`config.mk`:
```
export PLATFORM = sky130hd
export DESIGN_NAME = i2c_bmp180_responder
export DESIGN_NICKNAME = d
export VERILOG_FILES = /design/src/rtl/i2c_pkg.sv /design/src/rtl/i2c_line_filter.sv /design/src/rtl/i2c_bmp180_responder.sv
export SDC_FILE = /design/constraint.sdc
export NUM_CORES = 1
export LEC_CHECK = 0
export ABC_AREA = 1
export CAP_MARGIN = 20
export CORE_MARGIN = 10
export CORE_UTILIZATION = 39
export CTS_CLUSTER_DIAMETER = 80
export DETAILED_ROUTE_END_ITERATION = 7
export GPL_ROUTABILITY_DRIVEN = 0
export PLACE_DENSITY = 0.62
export SLEW_MARGIN = 20
export SYNTH_ARGS = -nofsm -noshare
export SYNTH_HDL_FRONTEND = slang
export SYNTH_SLANG_ARGS = --single-unit
```
`constraint.sdc`:
```
create_clock -name clk -period 2.3 [get_ports clk]
set_clock_uncertainty 0.2 [all_clocks]
set_input_delay 0.46 -clock clk [delete_from_list [all_inputs] [get_ports clk]]
set_output_delay 0.46 -clock clk [all_outputs]
set_load 0.02 [all_outputs]
```
`src/rtl/i2c_pkg.sv`:
```
// Shared definitions for the BMP180-style I2C responder: FSM encoding,
// device constants and register-pointer arithmetic.
package i2c_pkg;

  typedef enum logic [3:0] {
    IDLE      = 4'd0,
    ADDR      = 4'd1,
    ADDR_ACK  = 4'd2,
    PTR       = 4'd3,
    PTR_ACK   = 4'd4,
    WDATA     = 4'd5,
    WDATA_ACK = 4'd6,
    RDATA     = 4'd7,
    RDATA_ACK = 4'd8,
    IGNORE    = 4'd9
  } i2c_state_e;

  localparam logic [6:0] BMP180_ADR = 7'h77;
  localparam logic [7:0] REG_ID     = 8'hD0;
  localparam logic [7:0] ID_VALUE   = 8'h55;

  // Register pointer is a plain 8-bit counter that wraps 0xFF -> 0x00.
  function automatic logic [7:0] ptr_next(input logic [7:0] ptr);
    return ptr + 8'd1;
  endfunction

endpackage

```
`src/rtl/i2c_line_filter.sv`:
```
// Synchronizes and glitch-filters raw SCL/SDA, then derives SCL edges and
// START/STOP bus conditions from the filtered levels.
module i2c_line_filter #(
  parameter int unsigned FILTER_LEN = 3
) (
  input  logic clk,
  input  logic reset,
  input  logic scl_i,
  input  logic sda_i,
  output logic sda_o,
  output logic scl_rise_o,
  output logic scl_fall_o,
  output logic start_o,
  output logic stop_o
);

  logic [1:0]            scl_sync_q, sda_sync_q;
  logic [FILTER_LEN-1:0] scl_hist_q, sda_hist_q;
  logic [FILTER_LEN-1:0] scl_hist_d, sda_hist_d;
  logic                  scl_q, sda_q, scl_prev_q, sda_prev_q;

  assign scl_hist_d = FILTER_LEN'({scl_hist_q, scl_sync_q[1]});
  assign sda_hist_d = FILTER_LEN'({sda_hist_q, sda_sync_q[1]});

  // Everything resets to the idle-bus level (high) so leaving reset with
  // the bus released never looks like an edge or a bus condition.
  always_ff @(posedge clk or posedge reset) begin
    if (reset) begin
      scl_sync_q <= '1;
      sda_sync_q <= '1;
      scl_hist_q <= '1;
      sda_hist_q <= '1;
      scl_q      <= 1'b1;
      sda_q      <= 1'b1;
      scl_prev_q <= 1'b1;
      sda_prev_q <= 1'b1;
    end else begin
      // NOTE: non-blocking assignments so every flop samples the pre-edge value
      // of its neighbour; blocking here would collapse the synchronizer chain.
      scl_sync_q <= {scl_sync_q[0], scl_i};
      sda_sync_q <= {sda_sync_q[0], sda_i};
      scl_hist_q <= scl_hist_d;
      sda_hist_q <= sda_hist_d;
      if (&scl_hist_q)       scl_q <= 1'b1;
      else if (~|scl_hist_q) scl_q <= 1'b0;
      if (&sda_hist_q)       sda_q <= 1'b1;
      else if (~|sda_hist_q) sda_q <= 1'b0;
      scl_prev_q <= scl_q;
      sda_prev_q <= sda_q;
    end
  end

  assign sda_o      = sda_q;
  assign scl_rise_o = scl_q & ~scl_prev_q;
  assign scl_fall_o = ~scl_q & scl_prev_q;
  // SCL must be stably high across the SDA transition for a bus condition.
  assign start_o    = sda_prev_q & ~sda_q & scl_q & scl_prev_q;
  assign stop_o     = ~sda_prev_q & sda_q & scl_q & scl_prev_q;

endmodule

```
`src/rtl/i2c_bmp180_responder.sv`:
```
// I2C target answering as a BMP180: address match + ACK, register pointer,
// burst writes and auto-incrementing burst reads through a register port.
module i2c_bmp180_responder
  import i2c_pkg::*;
#(
  parameter logic [6:0]  DEV_ADR    = BMP180_ADR,
  parameter int unsigned FILTER_LEN = 3
) (
  input  logic       clk,
  input  logic       reset,
  input  logic       scl_in,
  input  logic       sda_in,
  output logic       sda_oe,
  output logic [7:0] reg_addr,
  output logic [7:0] reg_wdata,
  output logic       reg_we,
  output logic       reg_re,
  input  logic [7:0] reg_rdata,
  output logic       busy,
  output logic [3:0] state
);

  logic sda_f, scl_rise, scl_fall, start_det, stop_det;

  i2c_line_filter #(
    .FILTER_LEN (FILTER_LEN)
  ) u_line_filter (
    .clk        (clk),
    .reset      (reset),
    .scl_i      (scl_in),
    .sda_i      (sda_in),
    .sda_o      (sda_f),
    .scl_rise_o (scl_rise),
    .scl_fall_o (scl_fall),
    .start_o    (start_det),
    .stop_o     (stop_det)
  );

  i2c_state_e state_q, state_d;
  logic [2:0] bit_cnt_q, bit_cnt_d;
  logic       byte_done_q, byte_done_d;
  logic       nack_q, nack_d;
  logic [7:0] shift_q, shift_d;
  logic       sda_oe_q, sda_oe_d;
  logic       busy_q, busy_d;
  logic [7:0] reg_addr_q, reg_addr_d;
  logic [7:0] reg_wdata_q, reg_wdata_d;
  logic       reg_we_q, reg_we_d;
  logic       reg_re_q, reg_re_d;
  logic [7:0] rx_byte;

  assign rx_byte = {shift_q[6:0], sda_f};

  always_ff @(posedge clk or posedge reset) begin
    if (reset) begin
      state_q     <= IDLE;
      bit_cnt_q   <= '0;
      byte_done_q <= 1'b0;
      nack_q      <= 1'b0;
      shift_q     <= '0;
      sda_oe_q    <= 1'b0;
      busy_q      <= 1'b0;
      reg_addr_q  <= '0;
      reg_wdata_q <= '0;
      reg_we_q    <= 1'b0;
      reg_re_q    <= 1'b0;
    end else begin
      state_q     <= state_d;
      bit_cnt_q   <= bit_cnt_d;
      byte_done_q <= byte_done_d;
      nack_q      <= nack_d;
      shift_q     <= shift_d;
      sda_oe_q    <= sda_oe_d;
      busy_q      <= busy_d;
      reg_addr_q  <= reg_addr_d;
      reg_wdata_q <= reg_wdata_d;
      reg_we_q    <= reg_we_d;
      reg_re_q    <= reg_re_d;
    end
  end

  always_comb begin
    // NOTE: every signal gets a default before the case so no path leaves
    // one unassigned, which would otherwise infer a latch.
    state_d     = state_q;
    bit_cnt_d   = bit_cnt_q;
    byte_done_d = byte_done_q;
    nack_d      = nack_q;
    shift_d     = shift_q;
    sda_oe_d    = sda_oe_q;
    busy_d      = busy_q;
    reg_addr_d  = reg_addr_q;
    reg_wdata_d = reg_wdata_q;
    reg_we_d    = 1'b0;
    reg_re_d    = 1'b0;

    if (stop_det) begin
      state_d     = IDLE;
      bit_cnt_d   = '0;
      byte_done_d = 1'b0;
      sda_oe_d    = 1'b0;
      busy_d      = 1'b0;
    end else if (start_det) begin
      // A partial byte is simply dropped: counter and flag restart here.
      state_d     = ADDR;
      bit_cnt_d   = '0;
      byte_done_d = 1'b0;
      sda_oe_d    = 1'b0;
      busy_d      = 1'b0;
    end else begin
      unique case (state_q)
        ADDR: begin
          if (!byte_done_q && scl_rise) begin
            shift_d   = rx_byte;
            bit_cnt_d = bit_cnt_q + 3'd1;
            if (bit_cnt_q == 3'd7) begin
              if (rx_byte[7:1] == DEV_ADR) byte_done_d = 1'b1;
              else                         state_d     = IGNORE;
            end
          end else if (byte_done_q && scl_fall) begin
            byte_done_d = 1'b0;
            sda_oe_d    = 1'b1;
            busy_d      = 1'b1;
            state_d     = ADDR_ACK;
          end
        end

        ADDR_ACK: begin
          if (scl_fall) begin
            sda_oe_d  = 1'b0;
            bit_cnt_d = '0;
            if (shift_q[0]) begin
              reg_re_d = 1'b1;
              state_d  = RDATA;
            end else begin
              state_d  = PTR;
            end
          end
        end

        PTR: begin
          if (!byte_done_q && scl_rise) begin
            shift_d   = rx_byte;
            bit_cnt_d = bit_cnt_q + 3'd1;
            if (bit_cnt_q == 3'd7) begin
              reg_addr_d  = rx_byte;
              byte_done_d = 1'b1;
            end
          end else if (byte_done_q && scl_fall) begin
            byte_done_d = 1'b0;
            sda_oe_d    = 1'b1;
            state_d     = PTR_ACK;
          end
        end

        PTR_ACK: begin
          if (scl_fall) begin
            sda_oe_d  = 1'b0;
            bit_cnt_d = '0;
            state_d   = WDATA;
          end
        end

        WDATA: begin
          if (!byte_done_q && scl_rise) begin
            shift_d   = rx_byte;
            bit_cnt_d = bit_cnt_q + 3'd1;
            if (bit_cnt_q == 3'd7) begin
              reg_wdata_d = rx_byte;
              reg_we_d    = 1'b1;
              byte_done_d = 1'b1;
            end
          end else if (byte_done_q && scl_fall) begin
            byte_done_d = 1'b0;
            sda_oe_d    = 1'b1;
            state_d     = WDATA_ACK;
          end
        end

        WDATA_ACK: begin
          if (scl_fall) begin
            sda_oe_d   = 1'b0;
            bit_cnt_d  = '0;
            reg_addr_d = ptr_next(reg_addr_q);
            state_d    = WDATA;
          end
        end

        RDATA: begin
          // reg_re_q high means the register file answered this cycle.
          if (reg_re_q) begin
            shift_d   = reg_rdata;
            sda_oe_d  = ~reg_rdata[7];
            bit_cnt_d = '0;
          end else if (scl_fall) begin
            if (bit_cnt_q == 3'd7) begin
              sda_oe_d  = 1'b0;
              bit_cnt_d = '0;
              state_d   = RDATA_ACK;
            end else begin
              shift_d   = {shift_q[6:0], 1'b0};
              sda_oe_d  = ~shift_q[6];
              bit_cnt_d = bit_cnt_q + 3'd1;
            end
          end
        end

        RDATA_ACK: begin
          if (scl_rise) begin
            nack_d     = sda_f;
            reg_addr_d = ptr_next(reg_addr_q);
          end else if (scl_fall) begin
            if (nack_q) begin
              state_d  = IGNORE;
            end else begin
              reg_re_d = 1'b1;
              state_d  = RDATA;
            end
          end
        end

        default: ;
      endcase
    end
  end

  assign sda_oe    = sda_oe_q;
  assign busy      = busy_q;
  assign reg_addr  = reg_addr_q;
  assign reg_wdata = reg_wdata_q;
  assign reg_we    = reg_we_q;
  assign reg_re    = reg_re_q;
  assign state     = state_q;

endmodule

```
==> impl_metrics.tcl, run 1 <==
set metrics [dict create \
    crit_family "buffers and inverters" \
    cp_slowest_cell "clkdlybuf4s50_1" \
    synth_cells 356 \
    clockPowerShare_pct 15.2 \
    synth_edf_count 0 \
    drt_iter0_drc 145 \
    route.detailed.drc 0 \
    drive_gt1_share_pct 18.34 \
    start_util_pct 40.53 \
    final_cell_mix "nand2_1, nor2_1, dfrtp_1, clkdlybuf4s50_1, inv_1" \
    h-tree-depth 2 \
    startpoint_type "register" \
    dieArea_um2 10870 \
    fmax_mhz 456.9 \
    synth.avg_cell_area_um2 7.778 \
    crit_chain "clkdlybuf4s50_1" \
    drv_slew 0 \
    via_per_inst 4.905 \
    ys_seq_area_share_pct 45.82 \
    cts_root_buf "clkbuf_8" \
    maxCapViolCount 0 \
    hold_viol 0 \
    cts.repair.resized 0 \
    core_area_um2 6832 \
    grt_usage_pct 12.30 \
    antennaDiodeCount 0 \
    combPwrFrac_pct 51.0 \
    cts_buffer_depth 2 \
    hold_path_class "register to register" \
    cts_hold_buf 0 \
    async_reset_ff_share_pct 100.0 \
    grt_overflow_total 0 \
    io_buffers 35 \
    wl_per_cell_um 13.29 \
    finalSetupViolations 0 \
    critPathArrivalTime_ns 1.53 \
    rsz0062_at_grt "false" \
    yosysWarnings 0 \
    power.density_nw_per_um2 1218 \
    dr.pass1.iters 4 \
    synth_top_area_share_pct 32.54 \
    hold_ws_ns 0.1635 \
    antenna_found_initial 0 \
    worst_pin_slew_ns 0.3359 \
    post-cts-setup-buffers 0 \
    cts_tree "yes" \
    synth_nets 371 \
    switchingPower_mw 1.884 \
    ys.flop_type "dfrtp_1" \
    io_pins 36 \
    num_rows 30 \
    p_seq_share_pct 33.8 \
    layout_commonest_cell "nand2_1" \
    n_fill_cell 683 \
    period_needed_ns 2.189 \
    area_delta_synth_final_pct 20.79 \
    intPower_mw 2.191 \
    required_ns 1.64 \
    crit_fanout 8 \
    insertion_delay_ns 0.32 \
    synth_area_leaders "dfrtp_1, nand2_1, dfstp_2" \
    synth_top_area_cell "dfrtp_1" \
    drt-total-wl_mm 6.566 \
    dieWidth_um 104.3 \
    leakage_nw 1.626 \
    outcome "finished, final reports clean" \
    post-place-ws_ns 0.2436 \
    grt_pass1_wl_mm 11.23 \
    cts_sinks 50 \
    critical_path_class "register to output port" \
    switching_share_pct 46.24 \
    antenna_left 0 \
    setup_tns_ns 0 \
    grt_max_degree 38 \
    setup_ws_ns 0.1112 \
    ys_types 31 \
    crit_buf_inv 1 \
    grt_pass1_vias 2360 \
    cts_made_buffers 5 \
    ir_worst_vdd_mv 0.6311 \
    die_height_um 104.3 \
    synth-seq-cells 50 \
    end_kind "output port" \
    final_nets 412 \
    slew_headroom_pct 77.58 \
    netlist_area_um2 2769 \
    fin_crit_sh_pct 95.17 \
    path_clk_slew_ns 0.10 \
    dp_hpwl_mm 5.017 \
    slowest_delay_ns 0.68 \
    routed-via-count 2423 \
]
## per-stage QoR
stage | power (mW) | instances | utilization [%] | area (um^2)
after CTS | 4.103 | 494 | 48.96 | 3344
after global placement | 3.457 | 486 | 47.33 | 3233
after detailed placement | 3.472 | 486 | 47.33 | 3233
after floorplan | 2.862 | 356 | - | 2769
final | 4.075 | 494 | 48.96 | 3344
after global routing | 4.442 | 494 | 48.96 | 3344
## area by class of cell
class / count / area, um^2 / share of cell area [%]
multi-input combinational: 263 / 1314 / 39.28
sequential: 50 / 1269 / 37.93
timing repair buffer: 37 / 377.9 / 11.30
inverter: 40 / 152.6 / 4.564
tap: 96 / 120.1 / 3.591
clock buffer: 6 / 93.84 / 2.806
clock inverter: 2 / 17.52 / 0.5238
## flip-flops by register name (all words and copies together) (netlist names)
register / count
u_line_filter.sda_hist_q: 3
state: 4
u_line_filter.sda_sync_q: 2
u_line_filter.scl_sync_q: 2
sda_oe: 1
u_line_filter.scl_hist_q: 3
shift_q: 7
reg_re: 1
busy: 1
reg_wdata: 8
u_line_filter.sda_o: 1
bit_cnt_q: 3
nack_q: 1
reg_addr: 8
u_line_filter.scl_q: 1
byte_done_q: 1
u_line_filter.sda_prev_q: 1
reg_we: 1
u_line_filter.scl_prev_q: 1
## worst paths after layout
path	cells after the start	from	end	slack (ns)
min	0	u_line_filter.sda_sync_q[0]	u_line_filter.sda_sync_q[1]	0.16
max reg2reg	7	u_line_filter.scl_q	shift_q[1]	0.24
max in group asynchronous	3	reset	u_line_filter.sda_o	1.14
min reg2reg	0	u_line_filter.sda_sync_q[0]	u_line_filter.sda_sync_q[1]	0.16
min in group asynchronous	2	reset	reg_wdata[7]	0.20
max	1	state[0]	state[0]	0.11
## synthesized netlist by cell type, types with 3 or more instances
| master | n |
|---|---|
| nand2_1 | 100 |
| nor2_1 | 46 |
| dfrtp_1 | 36 |
| inv_1 | 32 |
| nand3_1 | 21 |
| o21ai_0 | 16 |
| a21oi_1 | 15 |
| dfstp_2 | 14 |
| nand2_2 | 11 |
| nor2_2 | 9 |
| o21ai_2 | 7 |
| a21oi_2 | 6 |
| inv_2 | 6 |
| nand4_1 | 6 |
| nor3_1 | 4 |
| o21ai_1 | 4 |
| buf_6 | 3 |
| ha_1 | 3 |
| nand2_4 | 3 |
| nand3b_1 | 3 |
## kinds of logic after synthesis
family	share of synthesized area (%)
fa+ha+maj	1.356
flops	45.82
xor+xnor	0.3164
compound gates	11.52
simple gates	34.25
buf+inv	6.733
## power groups by stage
stage	logic, mW	registers [mW]	clock network [mW]
finish	2.08	1.38	0.620
global route	2.36	1.42	0.663
CTS	2.09	1.38	0.636
detailed placement	2.08	1.39	0
global placement	2.07	1.39	0
floorplan	1.39	1.48	0
## routing by layer
layer | track usage [%] | vias to the layer above | part of all wire [%] | wire length (um)
li1 | - | 1219 | - | -
met1 | 14.63 | 1137 | 46 | 3008
met2 | 20.68 | 60 | 47 | 3081
met3 | 3.408 | 7 | 6.0 | 396
met4 | 4.274 | 0 | 1.2 | 80
met5 | 0 | - | 0 | 0
Note: power is estimated with default switching activity, not from simulation.
==> run 2, diff against run 1 <==
--- a/config.mk
+++ b/config.mk
@@ -12,7 +12,6 @@
 export CTS_CLUSTER_DIAMETER = 80
 export DETAILED_ROUTE_END_ITERATION = 7
 export GPL_ROUTABILITY_DRIVEN = 0
-export PLACE_DENSITY = 0.62
 export SLEW_MARGIN = 20
 export SYNTH_ARGS = -nofsm -noshare
 export SYNTH_HDL_FRONTEND = slang
==> run 2 against run 1 <==
  * Register-to-register slack better by 0.02 ns
  * Wire length is 0.88% lower
  * Clock power is 8.9% lower
  * Power is 1.1% lower
  * Sequential share of layout area is 0.16 points higher
  * Via count is 1.1% lower
==> impl_metrics.tcl, run 2 (synthesized netlist as in run 1, its figures left out) <==
set metrics [dict create \
    maxUsedRoutingLayer "met4" \
    cts_buffer_depth 2 \
    area_delta_synth_final_pct 20.29 \
    slew_headroom_pct 77.13 \
    power.density_nw_per_um2 1210 \
    insertion_delay_ns 0.31 \
    n_fill_cell 709 \
    num_rows 30 \
    wl_per_cell_um 13.17 \
    antenna_found_initial 0 \
    grt_overflow_total 0 \
    routed-via-count 2396 \
    cts_sinks 50 \
    crit_chain "clkdlybuf4s50_1" \
    dp_hpwl_mm 4.957 \
    wl_met1_mm 3.059 \
    cts_made_buffers 5 \
    cts_hold_buf 0 \
    maxCapViolCount 0 \
    h-tree-depth 2 \
    cp_slowest_cell "clkdlybuf4s50_1" \
    dr.pass1.iters 4 \
    worst_pin_slew_ns 0.3427 \
    cts_root_buf "clkbuf_8" \
    outcome "finished, final reports clean" \
    grt_pass1_wl_mm 11.21 \
    wl_met3_um 382 \
    core_area_um2 6832 \
    grt_pass1_vias 2399 \
    layout_commonest_cell "nand2_1" \
    hold_path_class "register to register" \
    ir_worst_vdd_mv 0.6453 \
    grt_max_degree 38 \
    finalSetupViolations 0 \
    wl_met2_mm 2.968 \
    fin_crit_sh_pct 95.04 \
    final_nets 412 \
    slowest_delay_ns 0.68 \
    hold_viol 0 \
    crit_fanout 8 \
    fmax_mhz 457.5 \
    rsz0062_at_grt "false" \
    post-cts-setup-buffers 0 \
    antennaDiodeCount 0 \
    via_per_inst 4.850 \
    end_kind "output port" \
    critPathArrivalTime_ns 1.53 \
    dieArea_um2 10870 \
    io_buffers 35 \
    drt_iter0_drc 127 \
    fin_util_pct 48.75 \
    critical_path_class "register to output port" \
    start_util_pct 40.53 \
    crit_buf_inv 1 \
    route.detailed.drc 0 \
    path_clk_slew_ns 0.10 \
    cts.repair.resized 0 \
    dieWidth_um 104.3 \
    crit_family "buffers and inverters" \
    io_pins 36 \
    final_cell_mix "nand2_1, nor2_1, dfrtp_1, clkdlybuf4s50_1, inv_1" \
    drv_slew 0 \
    setup_tns_ns 0 \
    startpoint_type "register" \
    hold_ws_ns 0.1610 \
    die_height_um 104.3 \
    antenna_left 0 \
    required_ns 1.64 \
    drt-total-wl_mm 6.508 \
    leakage_nw 1.620 \
    grt_usage_pct 12.15 \
    cts_tree "yes" \
    drive_gt1_share_pct 18.34 \
    period_needed_ns 2.186 \
]
-- run 2: cell types whose count changed in the layout (fill, tap and decap cells not counted) --
| cell | change |
|---|---|
| clkbuf_16 | -1 |
| inv_8 | +1 |
-- run 2: worst paths after layout --
check,startpoint,endpoint,slack (ns),depth (start not counted)
worst min-delay path,u_line_filter.sda_sync_q[0],u_line_filter.sda_sync_q[1],0.16,0
worst min register to register,u_line_filter.sda_sync_q[0],u_line_filter.sda_sync_q[1],0.16,0
worst max-delay path,state[0],state[0],0.11,1
min in group asynchronous,reset,state[0],0.20,2
worst max register to register,u_line_filter.scl_q,shift_q[0],0.26,7
max in group asynchronous,reset,u_line_filter.sda_o,1.15,3
-- run 2: where the power goes --
group	internal, mW	switching, mW	leakage [nW]	total (mW)
Clock	0.228	0.337	0.0506	0.565
Sequential	1.13	0.247	0.600	1.38
Combinational	0.775	1.31	0.969	2.09
-- run 2: metrics by stage --
| step | power, mW | setup WS (ns) | cells | area (um^2) |
|---|---|---|---|---|
| 2_1_floorplan | 2.862 | 0.4620 | 356 | 2769 |
| 3_3_place_gp | 3.469 | 0.2851 | 486 | 3233 |
| 3_5_place_dp | 3.477 | 0.2712 | 486 | 3233 |
| 4_1_cts | 4.058 | 0.09142 | 494 | 3331 |
| 5_1_grt | 4.412 | 0.02606 | 494 | 3331 |
| 6_report | 4.030 | 0.1141 | 494 | 3331 |
-- run 2: layer usage --
metal | up-vias | GRT usage [%]
met2 | 55 | 19.79
li1 | 1217 | -
met1 | 1114 | 14.85
met4 | 0 | 4.573
met3 | 10 | 3.346
met5 | - | 0
-- run 2: cell type report --
class                   count  area (um^2)  share of cell area [%]
multi-input cells         263         1314                   39.44
flip-flops and latches     50         1269                   38.09
repair buffers             37        377.9                   11.34
inverters                  40        152.6                   4.583
well taps                  96        120.1                   3.606
clock buffers               5        68.82                   2.066
clock inverters             3        28.78                  0.8640
